[config.mk]
export PLATFORM = sky130hd
export DESIGN_NAME = ksm_wb_arb_flat
export DESIGN_NICKNAME = d
export VERILOG_FILES = /design/src/rtl/ksm_wb_arb_if.sv /design/src/rtl/ksm_wb_arb.sv /design/src/flat_wrapper.sv
export SDC_FILE = /design/constraint.sdc
export NUM_CORES = 1
export LEC_CHECK = 0
export BUFFER_PORTS_ARGS = -buffer_cell sky130_fd_sc_hd__buf_2
export CORE_MARGIN = 2
export CORE_UTILIZATION = 34
export DETAILED_ROUTE_END_ITERATION = 6
export PLACE_DENSITY_LB_ADDON = 0.2
export SYNTH_ARGS = -nofsm -noshare
export SYNTH_HDL_FRONTEND = slang
export SYNTH_SLANG_ARGS = --single-unit
[constraint.sdc]
create_clock -name wb_clk_i -period 3.9 [get_ports wb_clk_i]
set_clock_uncertainty 0.05 [all_clocks]
set_input_delay 0.78 -clock wb_clk_i [delete_from_list [all_inputs] [get_ports wb_clk_i]]
set_output_delay 0.78 -clock wb_clk_i [all_outputs]
set_load 0.005 [all_outputs]
[src/rtl/ksm_wb_arb_if.sv]
// ksm_wb_arb_if -- bundle of the arbiter's Wishbone signals.
//   m_*  : both master ports, lanes packed side by side (bit/field k = master k)
//   s_*  : the single shared slave port
//   gnt_o: registered one-hot grant
// Modports:
//   slave  - the arbiter's view (it is the slave of both masters)
//   master - the environment's view (masters + the shared slave)
interface ksm_wb_arb_if #(
  parameter int AW = 16
);
  // master side
  logic [1:0]      m_cyc_i;
  logic [1:0]      m_stb_i;
  logic [1:0]      m_we_i;
  logic [3:0]      m_sel_i;
  logic [2*AW-1:0] m_adr_i;
  logic [31:0]     m_dat_i;
  logic [15:0]     m_dat_o;
  logic [1:0]      m_ack_o;
  logic [1:0]      m_err_o;
  logic [1:0]      gnt_o;
  // slave side
  logic            s_cyc_o;
  logic            s_stb_o;
  logic            s_we_o;
  logic [1:0]      s_sel_o;
  logic [AW-1:0]   s_adr_o;
  logic [15:0]     s_dat_o;
  logic [15:0]     s_dat_i;
  logic            s_ack_i;

  modport slave (
    input  m_cyc_i, m_stb_i, m_we_i, m_sel_i, m_adr_i, m_dat_i,
    output m_dat_o, m_ack_o, m_err_o, gnt_o,
    output s_cyc_o, s_stb_o, s_we_o, s_sel_o, s_adr_o, s_dat_o,
    input  s_dat_i, s_ack_i
  );

  modport master (
    output m_cyc_i, m_stb_i, m_we_i, m_sel_i, m_adr_i, m_dat_i,
    input  m_dat_o, m_ack_o, m_err_o, gnt_o,
    input  s_cyc_o, s_stb_o, s_we_o, s_sel_o, s_adr_o, s_dat_o,
    output s_dat_i, s_ack_i
  );
endinterface

[src/rtl/ksm_wb_arb.sv]
// ksm_wb_arb -- two-master Wishbone arbiter with bus timeout.
// Master 0 is the VM2 CPU, master 1 the KGD/DMA agent; both share the
// terminal's slave bus.
// Ports:
//   wb_clk_i   - clock, all state changes on the rising edge
//   wb_rst_n_i - asynchronous active-low reset
//   bus        - ksm_wb_arb_if.slave: master ports, slave port, gnt_o
// Behaviour:
//   - grant is held for as long as the owner keeps cyc high (RMW bus lock)
//   - ties in IDLE go to the master that was not served last
//   - a strobe unanswered for TIMEOUT cycles is terminated with ack+err,
//     the slave strobe is withdrawn and read data is zeroed in that cycle
module ksm_wb_arb #(
  parameter int TIMEOUT = 64,
  parameter int AW      = 16
) (
  input  logic         wb_clk_i,
  input  logic         wb_rst_n_i,
  ksm_wb_arb_if.slave  bus
);

  localparam int NUM_M = 2;

  typedef enum logic [1:0] {
    IDLE = 2'd0,
    OWN0 = 2'd1,
    OWN1 = 2'd2
  } state_t;

  state_t           state;
  logic [NUM_M-1:0] gnt;     // registered one-hot, mirrors state
  logic             lp;      // last-served master
  logic [7:0]       cnt;     // cycles the current strobe has waited
  logic             rst_q;   // low for the first edge after reset release

  logic             own_cyc;
  logic             own_stb;
  logic             own_we;
  logic [1:0]       own_sel;
  logic [AW-1:0]    own_adr;
  logic [15:0]      own_dat;
  logic             stb_raw;
  logic             tmo;

  // Owner mux: AND-OR across lanes, all-zero when nobody holds the grant.
  always_comb begin
    own_cyc = 1'b0;
    own_stb = 1'b0;
    own_we  = 1'b0;
    own_sel = '0;
    own_adr = '0;
    own_dat = '0;
    for (int k = 0; k < NUM_M; k++) begin
      if (gnt[k]) begin
        own_cyc = bus.m_cyc_i[k];
        own_stb = bus.m_stb_i[k];
        own_we  = bus.m_we_i[k];
        own_sel = bus.m_sel_i[2*k +: 2];
        own_adr = bus.m_adr_i[AW*k +: AW];
        own_dat = bus.m_dat_i[16*k +: 16];
      end
    end
  end

  // A strobe only counts while the owner's cycle is still open; dropping
  // cyc abandons the transfer.
  assign stb_raw = own_cyc & own_stb;
  assign tmo     = (cnt == 8'(TIMEOUT)) & stb_raw & ~bus.s_ack_i;

  assign bus.s_cyc_o = own_cyc;
  assign bus.s_stb_o = stb_raw & ~tmo;
  assign bus.s_we_o  = own_we;
  assign bus.s_sel_o = own_sel;
  assign bus.s_adr_o = own_adr;
  assign bus.s_dat_o = own_dat;

  // gnt gating makes s_ack_i irrelevant in IDLE and keeps the
  // non-owner's ack/err at zero.
  genvar gk;
  generate
    for (gk = 0; gk < NUM_M; gk++) begin : g_lane
      assign bus.m_ack_o[gk] = gnt[gk] & (bus.s_ack_i | tmo);
      assign bus.m_err_o[gk] = gnt[gk] & tmo;
    end
  endgenerate

  assign bus.m_dat_o = tmo ? 16'h0000 : bus.s_dat_i;
  assign bus.gnt_o   = gnt;

  always_ff @(posedge wb_clk_i or negedge wb_rst_n_i) begin
    if (!wb_rst_n_i) begin
      state <= IDLE;
      gnt   <= '0;
      lp    <= 1'b1;           // master 0 wins the first tie
      cnt   <= '0;
      rst_q <= 1'b0;
    end else begin
      rst_q <= 1'b1;

      // An ownership change always coincides with stb_raw=0 (owner cyc low
      // or IDLE), so this single rule also clears cnt on handover. cnt can
      // never pass TIMEOUT: at TIMEOUT it is cleared by ack, tmo or !stb.
      if (!stb_raw || bus.s_ack_i || tmo) cnt <= '0;
      else                                cnt <= cnt + 8'd1;

      case (state)
        IDLE: begin
          // rst_q holds off arbitration on the first edge after release
          if (rst_q) begin
            if (bus.m_cyc_i[0] && (!bus.m_cyc_i[1] || lp)) begin
              state <= OWN0;
              gnt   <= 2'b01;
            end else if (bus.m_cyc_i[1]) begin
              state <= OWN1;
              gnt   <= 2'b10;
            end
          end
        end
        OWN0: begin
          if (!bus.m_cyc_i[0]) begin
            lp <= 1'b0;
            if (bus.m_cyc_i[1]) begin
              state <= OWN1;
              gnt   <= 2'b10;
            end else begin
              state <= IDLE;
              gnt   <= 2'b00;
            end
          end
        end
        OWN1: begin
          if (!bus.m_cyc_i[1]) begin
            lp <= 1'b1;
            if (bus.m_cyc_i[0]) begin
              state <= OWN0;
              gnt   <= 2'b01;
            end else begin
              state <= IDLE;
              gnt   <= 2'b00;
            end
          end
        end
        default: begin
          state <= IDLE;
          gnt   <= 2'b00;
        end
      endcase
    end
  end

endmodule

[src/flat_wrapper.sv]
// flat-port wrapper written by rule: the top's interface ports become plain ports
module ksm_wb_arb_flat 
#(
  parameter int TIMEOUT = 64,
  parameter int AW      = 16
)
  (wb_clk_i, wb_rst_n_i, bus_m_cyc_i, bus_m_stb_i, bus_m_we_i, bus_m_sel_i, bus_m_adr_i, bus_m_dat_i, bus_m_dat_o, bus_m_ack_o, bus_m_err_o, bus_gnt_o, bus_s_cyc_o, bus_s_stb_o, bus_s_we_o, bus_s_sel_o, bus_s_adr_o, bus_s_dat_o, bus_s_dat_i, bus_s_ack_i);
  ksm_wb_arb_if #(.AW(AW)) bus_i ();
  input  logic wb_clk_i;
  input  logic wb_rst_n_i;
  input wire logic [$bits(bus_i.m_cyc_i)-1:0] bus_m_cyc_i;
  input wire logic [$bits(bus_i.m_stb_i)-1:0] bus_m_stb_i;
  input wire logic [$bits(bus_i.m_we_i)-1:0] bus_m_we_i;
  input wire logic [$bits(bus_i.m_sel_i)-1:0] bus_m_sel_i;
  input wire logic [$bits(bus_i.m_adr_i)-1:0] bus_m_adr_i;
  input wire logic [$bits(bus_i.m_dat_i)-1:0] bus_m_dat_i;
  output wire logic [$bits(bus_i.m_dat_o)-1:0] bus_m_dat_o;
  output wire logic [$bits(bus_i.m_ack_o)-1:0] bus_m_ack_o;
  output wire logic [$bits(bus_i.m_err_o)-1:0] bus_m_err_o;
  output wire logic [$bits(bus_i.gnt_o)-1:0] bus_gnt_o;
  output wire logic [$bits(bus_i.s_cyc_o)-1:0] bus_s_cyc_o;
  output wire logic [$bits(bus_i.s_stb_o)-1:0] bus_s_stb_o;
  output wire logic [$bits(bus_i.s_we_o)-1:0] bus_s_we_o;
  output wire logic [$bits(bus_i.s_sel_o)-1:0] bus_s_sel_o;
  output wire logic [$bits(bus_i.s_adr_o)-1:0] bus_s_adr_o;
  output wire logic [$bits(bus_i.s_dat_o)-1:0] bus_s_dat_o;
  input wire logic [$bits(bus_i.s_dat_i)-1:0] bus_s_dat_i;
  input wire logic [$bits(bus_i.s_ack_i)-1:0] bus_s_ack_i;
  assign bus_i.m_cyc_i = bus_m_cyc_i;
  assign bus_i.m_stb_i = bus_m_stb_i;
  assign bus_i.m_we_i = bus_m_we_i;
  assign bus_i.m_sel_i = bus_m_sel_i;
  assign bus_i.m_adr_i = bus_m_adr_i;
  assign bus_i.m_dat_i = bus_m_dat_i;
  assign bus_m_dat_o = bus_i.m_dat_o;
  assign bus_m_ack_o = bus_i.m_ack_o;
  assign bus_m_err_o = bus_i.m_err_o;
  assign bus_gnt_o = bus_i.gnt_o;
  assign bus_s_cyc_o = bus_i.s_cyc_o;
  assign bus_s_stb_o = bus_i.s_stb_o;
  assign bus_s_we_o = bus_i.s_we_o;
  assign bus_s_sel_o = bus_i.s_sel_o;
  assign bus_s_adr_o = bus_i.s_adr_o;
  assign bus_s_dat_o = bus_i.s_dat_o;
  assign bus_i.s_dat_i = bus_s_dat_i;
  assign bus_i.s_ack_i = bus_s_ack_i;
  ksm_wb_arb #(.TIMEOUT(TIMEOUT), .AW(AW)) u_core (.wb_clk_i(wb_clk_i), .wb_rst_n_i(wb_rst_n_i), .bus(bus_i));
endmodule
Word level (Yosys, flattened, before mapping). Index checks and enable logic that the tools add are counted. Widths: inputs -> output; s select.

Mux-type cells: 25. Equality and inequality tests: 7. Bitwise operators: 11. Reductions and logical operators: 10. $add $sub $neg: 1.

Operator list (count): $mux 16 (5); $mux 2 (8); $mux 1 (9); $add 8x1->8 const B (1); $and 1x1->1 (8); $eq 8x7->1 const B (1); $mux 8 (1); $pmux 2 s3 (1); $ne 2x2->1 const B (2); $reduce_and 4->1 (1); $logic_or 1x1->1 (3); $ne 3x2->1 const B (1); $reduce_and 3->1 (1); $eq 2x1->1 const B (1); $eq 2x2->1 const B (1); $logic_not 1->1 (2); $logic_not 2->1 (1); $ne 2x1->1 const B (1); $not 1->1 (2); $pmux 1 s2 (1); $reduce_bool 2->1 (1); $logic_and 1x1->1 (1); $or 1x1->1 (1).

Output and inout bits: 59. Register bits: 12. Logic and storage cells: 58.

Longest topological paths before layout. Gate-level depths: netlist of run 1.

Word-level depth: 7. Gate-level depth with buffers: 6. Gate-level depth less buffers: 5.

Least setup slack after synthesis of run 1. No wires, ideal clock.

Path kind: input-to-output. From: input port bus_m_cyc_i[0]. To: output port bus_m_err_o[0]. Setup slack: 1298 ps. Data required time: 3070 ps. Data arrival time: 1772 ps. Cell stages on the path: 4. Buffers on the path: 1. Path through: nand4b_1 > a2111oi_4 > buf_6 > and2_1.

Cells in the longest elaborated chain, start to end: 6.

Ends and longest elaborated chain: start: declaration (RTL line flat_wrapper.sv:11) `input wire logic [$bits(bus_i.m_cyc_i)-1:0] bus_m_cyc_i;`; $mux 1 (2 in series) (RTL line ksm_wb_arb.sv:54) `if (gnt[k]) begin`; $and 1x1->1 (RTL line ksm_wb_arb.sv:67) `assign stb_raw = own_cyc & own_stb;`; $and 1x1->1 (2 in series) (RTL line ksm_wb_arb.sv:68) `assign tmo = (cnt == 8'(TIMEOUT)) & stb_raw & ~bus.s_ack_i;`; $and 1x1->1 (RTL line ksm_wb_arb.sv:83) `assign bus.m_err_o[gk] = gnt[gk] & tmo;`; end: declaration (RTL line flat_wrapper.sv:19) `output wire logic [$bits(bus_i.m_err_o)-1:0] bus_m_err_o;`.

No other way between the ends.

Worst setup path after layout of run 1.
From: input port bus_m_cyc_i[0]. To: output port bus_m_dat_o[2].

Cells in the longest elaborated chain, start to end: 6.

Ends and longest elaborated chain: $mux 1 (2 in series) (RTL line ksm_wb_arb.sv:54); $and 1x1->1 (RTL line ksm_wb_arb.sv:67); $and 1x1->1 (2 in series) (RTL line ksm_wb_arb.sv:68); $mux 16 (RTL line ksm_wb_arb.sv:87) `assign bus.m_dat_o = tmo ? 16'h0000 : bus.s_dat_i;`; end: declaration (RTL line flat_wrapper.sv:17) `output wire logic [$bits(bus_i.m_dat_o)-1:0] bus_m_dat_o;`.

No other way between the ends.

==> results of run 1 <==
## final timing paths
kind                           startpoint              to  slack (ns)  cells past startpoint
max                        bus_m_cyc_i[0]  bus_m_dat_o[2]        0.76                      5
min                            wb_rst_n_i   u_core.cnt[3]        0.31                      1
min in group wb_clk_i       u_core.cnt[0]   u_core.cnt[0]        0.44                      1
max in group asynchronous      wb_rst_n_i       u_core.lp        3.22                      1
min reg2reg                 u_core.cnt[0]   u_core.cnt[0]        0.44                      1
max reg2reg                 u_core.cnt[0]   u_core.cnt[1]        2.24                      5
## worst max-delay path, cell delays in order
cell and delay, ns:
buf_2 0.14, nand4b_1 0.23, a2111oi_4 0.77, and2b_1 0.27, buf_2 0.12
## cells in the final DEF, fill, tap and decap left out
master,n
a22o_1,35
buf_4,2
or3_4,1
inv_1,5
or3_1,3
xor2_1,2
nand3_1,4
a21o_1,1
a211o_1,1
xnor2_1,1
nor2b_1,7
nand4_1,1
o22ai_1,1
o211a_1,1
a211oi_1,3
clkbuf_8,1
nand4b_1,1
clkbuf_4,3
buf_2,151
nand4bb_1,1
and2b_1,9
dfrtp_1,11
nor2_2,1
nor3_1,4
and2_1,2
a2111oi_4,1
a21boi_0,1
a21oi_1,5
nand2_1,5
dfstp_2,1
o21ai_0,8
conb_1,1
nor2_1,2
nor3b_1,1
ha_1,2
## power by group through the flow
stage          registers [mW]  logic (mW)  clock network (mW)
4_1_cts                 0.144       0.266               0.101
5_1_grt                 0.146       0.296               0.108
2_1_floorplan           0.144       0.128                   0
3_5_place_dp            0.146       0.265                   0
3_3_place_gp            0.146       0.266                   0
6_report                0.144       0.264              0.0994
## cells by family (layout without fill, tap and decap cells)
kind of cell	count (synthesis)	count (layout)	share of synthesized area (%)
AOI/OAI and AO/OA	57	57	40.6
xor gates and xnor gates	3	3	2.31
adders and majority gates	2	2	2.20
buffers and inverters	14	162	5.29
DFF	12	12	26.5
other	1	1	0.330
and+or+nand+nor	42	42	22.7
## sequential cells by signal, indices dropped and copies added (netlist names)
register / flops
u_core.lp: 1
u_core.rst_q: 1
u_core.state: 2
u_core.cnt: 8
## per-layer routing
layer | part of all wire [%] | GRT usage, % | up-vias
li1 | - | - | 797
met1 | 38 | 23.7 | 675
met2 | 52 | 35.3 | 100
met3 | 8.4 | 1.86 | 6
met4 | 1.6 | 7.60 | 0
met5 | 0 | 0 | -
## final cells by class
| cell class | instances | share of cell area, % |
|---|---|---|
| Sequential cell | 12 | 15.4 |
| Tap cell | 44 | 2.81 |
| Timing Repair Buffer | 153 | 39.3 |
| Inverter | 5 | 0.958 |
| Multi-Input combinational cell | 105 | 39.7 |
| Clock buffer | 4 | 1.85 |
## per-stage QoR
stage | setup WS [ns] | cells | hold WS (ns)
2_1_floorplan | 1.30 | 131 | 0.415
3_3_place_gp | 0.817 | 319 | 0.440
3_5_place_dp | 0.756 | 319 | 0.441
4_1_cts | 0.755 | 323 | 0.320
5_1_grt | 0.547 | 323 | 0.326
6_report | 0.759 | 323 | 0.309
==> results.py, run 1 <==
metrics = {
    "run_status": {
        "status": "finished, final reports clean",
    },
    "synth": {
        "syn_area_per_cell_um2": 8.67,
        "ys_dominant_reg_cell": "dfrtp_1",
        "synth.distinct_cells": 32,
        "yosys-top-cells-count": "a22o_1, dfrtp_1, and2b_1, clkbuf_1, o21ai_0",
        "synth_seq_cells": 12,
        "yosysTopAreaCellShare_pct": 27.0,
        "yosysMostFrequentCell": "a22o_1",
        "yosysTopAreaCell": "a22o_1",
        "synth_nets": 226,
        "async_flop_share_pct": 100,
        "synthesis.area_um2": 1140,
        "synth-warning-count": 0,
        "synth-seq-area-share_pct": 26.5,
        "synthCells": 131,
        "synth_edf_count": 0,
        "synth_area_leaders": "a22o_1, dfrtp_1, and2b_1, nor2b_1, o21ai_0",
    },
    "routing": {
        "drt_wl_total_um": 4080,
        "drc_errors": 0,
        "first_iter_violations": 32,
        "drt-pass1-iter-count": 4,
        "ant_nets": 0,
        "wire_per_inst_um": 12.6,
        "viasPerCell": 4.89,
        "routed-via-count": 1578,
    },
    "cells_and_area": {
        "regArea_um2": 302,
        "fillerInstances": 284,
        "design_area_um2": 1960,
        "nets": 375,
        "fin_util_pct": 62.6,
        "final_layout_size_suffix_gt1_share_pct": 57.7,
        "antenna_cells": 0,
        "multi_input_area_um2": 777,
        "synthToLayoutAreaGrowth_pct": 72.5,
    },
    "cts": {
        "cts_tree": "done",
        "insertion_delay_ns": 0.28,
        "cts_made_buffers": 3,
        "clkTransAtPathRegs_ns": 0.08,
        "clockRootBuffer": "clkbuf_4",
        "cts-htree-levels": 1,
        "cts_buffer_depth": 2,
        "cts_resized": 0,
        "clkSinkCount": 12,
        "postCtsSetupBuffers": 0,
        "cts_hold_buf": 0,
    },
    "power": {
        "power_mw": 0.507,
        "cellPowerDensity_nw_per_um2": 259,
        "leakagePower_nw": 1.12,
        "vdd_drop_max_v": 0.000126,
        "p_comb_share_pct": 52.0,
        "pwr-share-seq_pct": 28.4,
        "pwr-share-clk_pct": 19.6,
        "internal_power_mw": 0.334,
        "switching_share_pct": 34.2,
        "p_switching_mw": 0.173,
    },
    "sta": {
        "worst-slew-pin-transition_ns": 0.780,
        "post-route-period-util_pct": 80.5,
        "period_minus_slack_ns": 3.14,
        "rsz0062_at_grt": "no",
        "slew-limit-headroom_pct": 48.0,
        "fmax_mhz": 318,
        "finalSetupViolCount": 0,
        "slew_viol_final": 0,
        "hold_viol_final": 0,
        "setup_tns_ns": 0,
    },
    "grt": {
        "grt_pass1_wl_um": 5580,
        "track_usage_pct": 19.5,
        "grt_max_degree": 43,
        "grt_pass1_vias": 1315,
        "grt_overflow": 0,
        "antenna_found_initial": 0,
    },
    "floorplanning": {
        "core_um2": 3130,
        "dieArea_um2": 3820,
        "initial_utilization_pct": 36.3,
        "rows": 20,
        "ioPinCount": 152,
        "die_h_um": 61.8,
        "die_w_um": 61.8,
    },
    "critical_path": {
        "cp.required_ns": 3.07,
        "cp_max_fo": 19,
        "cp-end-kind": "output pin",
        "worst-endpoint-arrival_ns": 2.31,
        "startpoint_type": "input pin",
        "critPathKind": "input pin to output pin",
    },
    "placed_design": {
        "placed_cell_area_um2": 1920,
        "place_congestion": 0.761,
        "io_buffers": 151,
        "dpl.hpwl_um": 3400,
    },
    "hold_path": {
        "hold_path.class": "input pin to async pin",
    },
    "flow_run": {
        "drv_cap": 0,
    },
}
No activity file was read; power rests on OpenSTA's default activity.
==> run 2: changes to the inputs <==
--- a/config.mk
+++ b/config.mk
@@ -7,7 +7,7 @@
 export LEC_CHECK = 0
 export BUFFER_PORTS_ARGS = -buffer_cell sky130_fd_sc_hd__buf_2
 export CORE_MARGIN = 2
-export CORE_UTILIZATION = 34
+export CORE_UTILIZATION = 28
 export DETAILED_ROUTE_END_ITERATION = 6
 export PLACE_DENSITY_LB_ADDON = 0.2
 export SYNTH_ARGS = -nofsm -noshare
==> constraint.sdc (replaced) <==
create_clock -name wb_clk_i -period 2.8 [get_ports wb_clk_i]
set_clock_uncertainty 0.05 [all_clocks]
set_input_delay 0.56 -clock wb_clk_i [delete_from_list [all_inputs] [get_ports wb_clk_i]]
set_output_delay 0.56 -clock wb_clk_i [all_outputs]
set_load 0.005 [all_outputs]
==> results.py, run 2 (synthesis results as in run 1) <==
metrics = {
    "run_status": {
        "status": "finished, final reports clean",
    },
    "floorplanning": {
        "initial_utilization_pct": 28.8,
        "die_w_um": 67.7,
        "ioPinCount": 152,
        "core_um2": 3940,
        "die_h_um": 67.7,
        "rows": 23,
        "dieArea_um2": 4580,
    },
    "cts": {
        "clkSinkCount": 12,
        "cts-htree-levels": 1,
        "cts_made_buffers": 3,
        "cts_resized": 0,
        "clockRootBuffer": "clkbuf_8",
        "insertion_delay_ns": 0.24,
        "cts_hold_buf": 0,
        "clkTransAtPathRegs_ns": 0.06,
        "cts_buffer_depth": 2,
        "postCtsSetupBuffers": 0,
        "cts_tree": "done",
    },
    "cells_and_area": {
        "regArea_um2": 302,
        "reg.largest.list": "u_core.cnt: 8 flops, u_core.state: 2 flops",
        "layout_commonest_cell": "buf_2",
        "fin_util_pct": 50.6,
        "nets": 376,
        "layout_common_cells": "buf_2, a22o_1, dfrtp_1, and2b_1, o21ai_0",
        "fillerInstances": 383,
        "largest_reg_flops": 8,
        "final_layout_size_suffix_gt1_share_pct": 57.9,
        "synthToLayoutAreaGrowth_pct": 75.4,
        "design_area_um2": 1990,
        "multi_input_area_um2": 777,
        "max_flop_register": "u_core.cnt",
        "antenna_cells": 0,
    },
    "placed_design": {
        "place_congestion": 0.696,
        "dpl.hpwl_um": 3320,
        "placed_cell_area_um2": 1940,
        "io_buffers": 151,
    },
    "grt": {
        "track_usage_pct": 16.9,
        "grt_overflow": 0,
        "grt_pass1_wl_um": 5810,
        "grt_max_degree": 45,
        "grt_pass1_vias": 1381,
        "antenna_found_initial": 0,
    },
    "critical_path": {
        "cp-end-kind": "output pin",
        "critical-path-top-delay-family": "buffers and inverters",
        "crit_path_top_delay_cell": "dfrtp_1",
        "worstPathCellList": "inv_1 -> ha_1 -> nand4bb_1 -> a2111oi_4 -> buf_4 -> and2b_1 -> buf_2",
        "worst-endpoint-arrival_ns": 2.00,
        "regToRegSetupSlack_ns": 1.16,
        "startpoint_type": "flip-flop",
        "cp.required_ns": 2.19,
        "crit_buf_inv": 3,
        "slowest_delay_ns": 0.41,
        "cp_max_fo": 19,
        "critPathKind": "flip-flop to output pin",
    },
    "routing": {
        "drt-pass1-iter-count": 4,
        "ant_nets": 0,
        "first_iter_violations": 65,
        "routed-via-count": 1600,
        "drc_errors": 0,
        "wire_per_inst_um": 12.5,
        "drt_wl_total_um": 4120,
        "viasPerCell": 4.85,
    },
    "sta": {
        "setup_tns_ns": 0,
        "period_minus_slack_ns": 2.61,
        "hold_viol_final": 0,
        "worst_hold_slack_ns": 0.134,
        "finalSetupViolCount": 0,
        "post-route-period-util_pct": 93.4,
        "slew_viol_final": 0,
        "slew-limit-headroom_pct": 63.4,
        "worst-slew-pin-transition_ns": 0.548,
        "fmax_mhz": 382,
        "rsz0062_at_grt": "no",
    },
    "power": {
        "leakagePower_nw": 1.13,
        "vdd_drop_max_v": 0.000159,
        "cellPowerDensity_nw_per_um2": 381,
    },
    "flow_run": {
        "drv_cap": 0,
    },
    "hold_path": {
        "hold_path.class": "input pin to async pin",
    },
}
-- run 2: changes by cell type in the layout (fill, tap and decap cells not counted) --
| cell | before | now |
|---|---|---|
| buf_4 | 2 | 3 |
| clkbuf_8 | 1 | 4 |
| clkbuf_4 | 3 | 0 |
-- run 2: metrics by stage --
| step | setup slack [ns] | std cells | power [mW] |
|---|---|---|---|
| floorplan | 0.624 | 131 | 0.379 |
| global placement | 0.393 | 326 | 0.572 |
| detailed placement | 0.349 | 326 | 0.573 |
| CTS | 0.156 | 330 | 0.769 |
| global route | 0.0194 | 330 | 0.818 |
| finish | 0.185 | 330 | 0.759 |
-- run 2: area by class of cell --
type | instances | area share [%]
Timing Repair Buffer | 154 | 39.0
Clock buffer | 4 | 2.76
Multi-Input combinational cell | 105 | 39.0
Tap cell | 50 | 3.14
Inverter | 5 | 0.942
Sequential cell | 12 | 15.1
-- run 2: worst register-to-register path, cell delays in order (launching register included) --
cell and delay (ns):
dfrtp_1 0.41, inv_1 0.07, ha_1 0.14, nand4bb_1 0.22, nor2_1 0.51, nor3b_1 0.11
-- run 2: path summary, 6_finish.rpt --
check                      cells past startpoint        endpoint          start
hold reg to reg                                1   u_core.cnt[0]  u_core.cnt[0]
min in group wb_clk_i                          1   u_core.cnt[0]  u_core.cnt[0]
setup / recovery                               7  bus_m_dat_o[7]  u_core.cnt[0]
hold / removal                                 1   u_core.cnt[4]     wb_rst_n_i
setup reg to reg                               5   u_core.cnt[1]  u_core.cnt[0]
max in group asynchronous                      1       u_core.lp     wb_rst_n_i
-- run 2: layer usage --
layer / vias up / GRT usage (%) / wire [um]
met3: 5 / 2.50 / 424
met5: - / 0 / 0
li1: 796 / - / -
met1: 702 / 19.6 / 1570
met4: 0 / 7.91 / 57
met2: 97 / 30.1 / 2070
-- run 2: power by group --
group	total (mW)	switching (mW)	leakage [nW]	internal, mW
Combinational	0.365	0.166	0.945	0.199
Sequential	0.202	0.0147	0.160	0.187
Clock	0.192	0.0673	0.0288	0.124
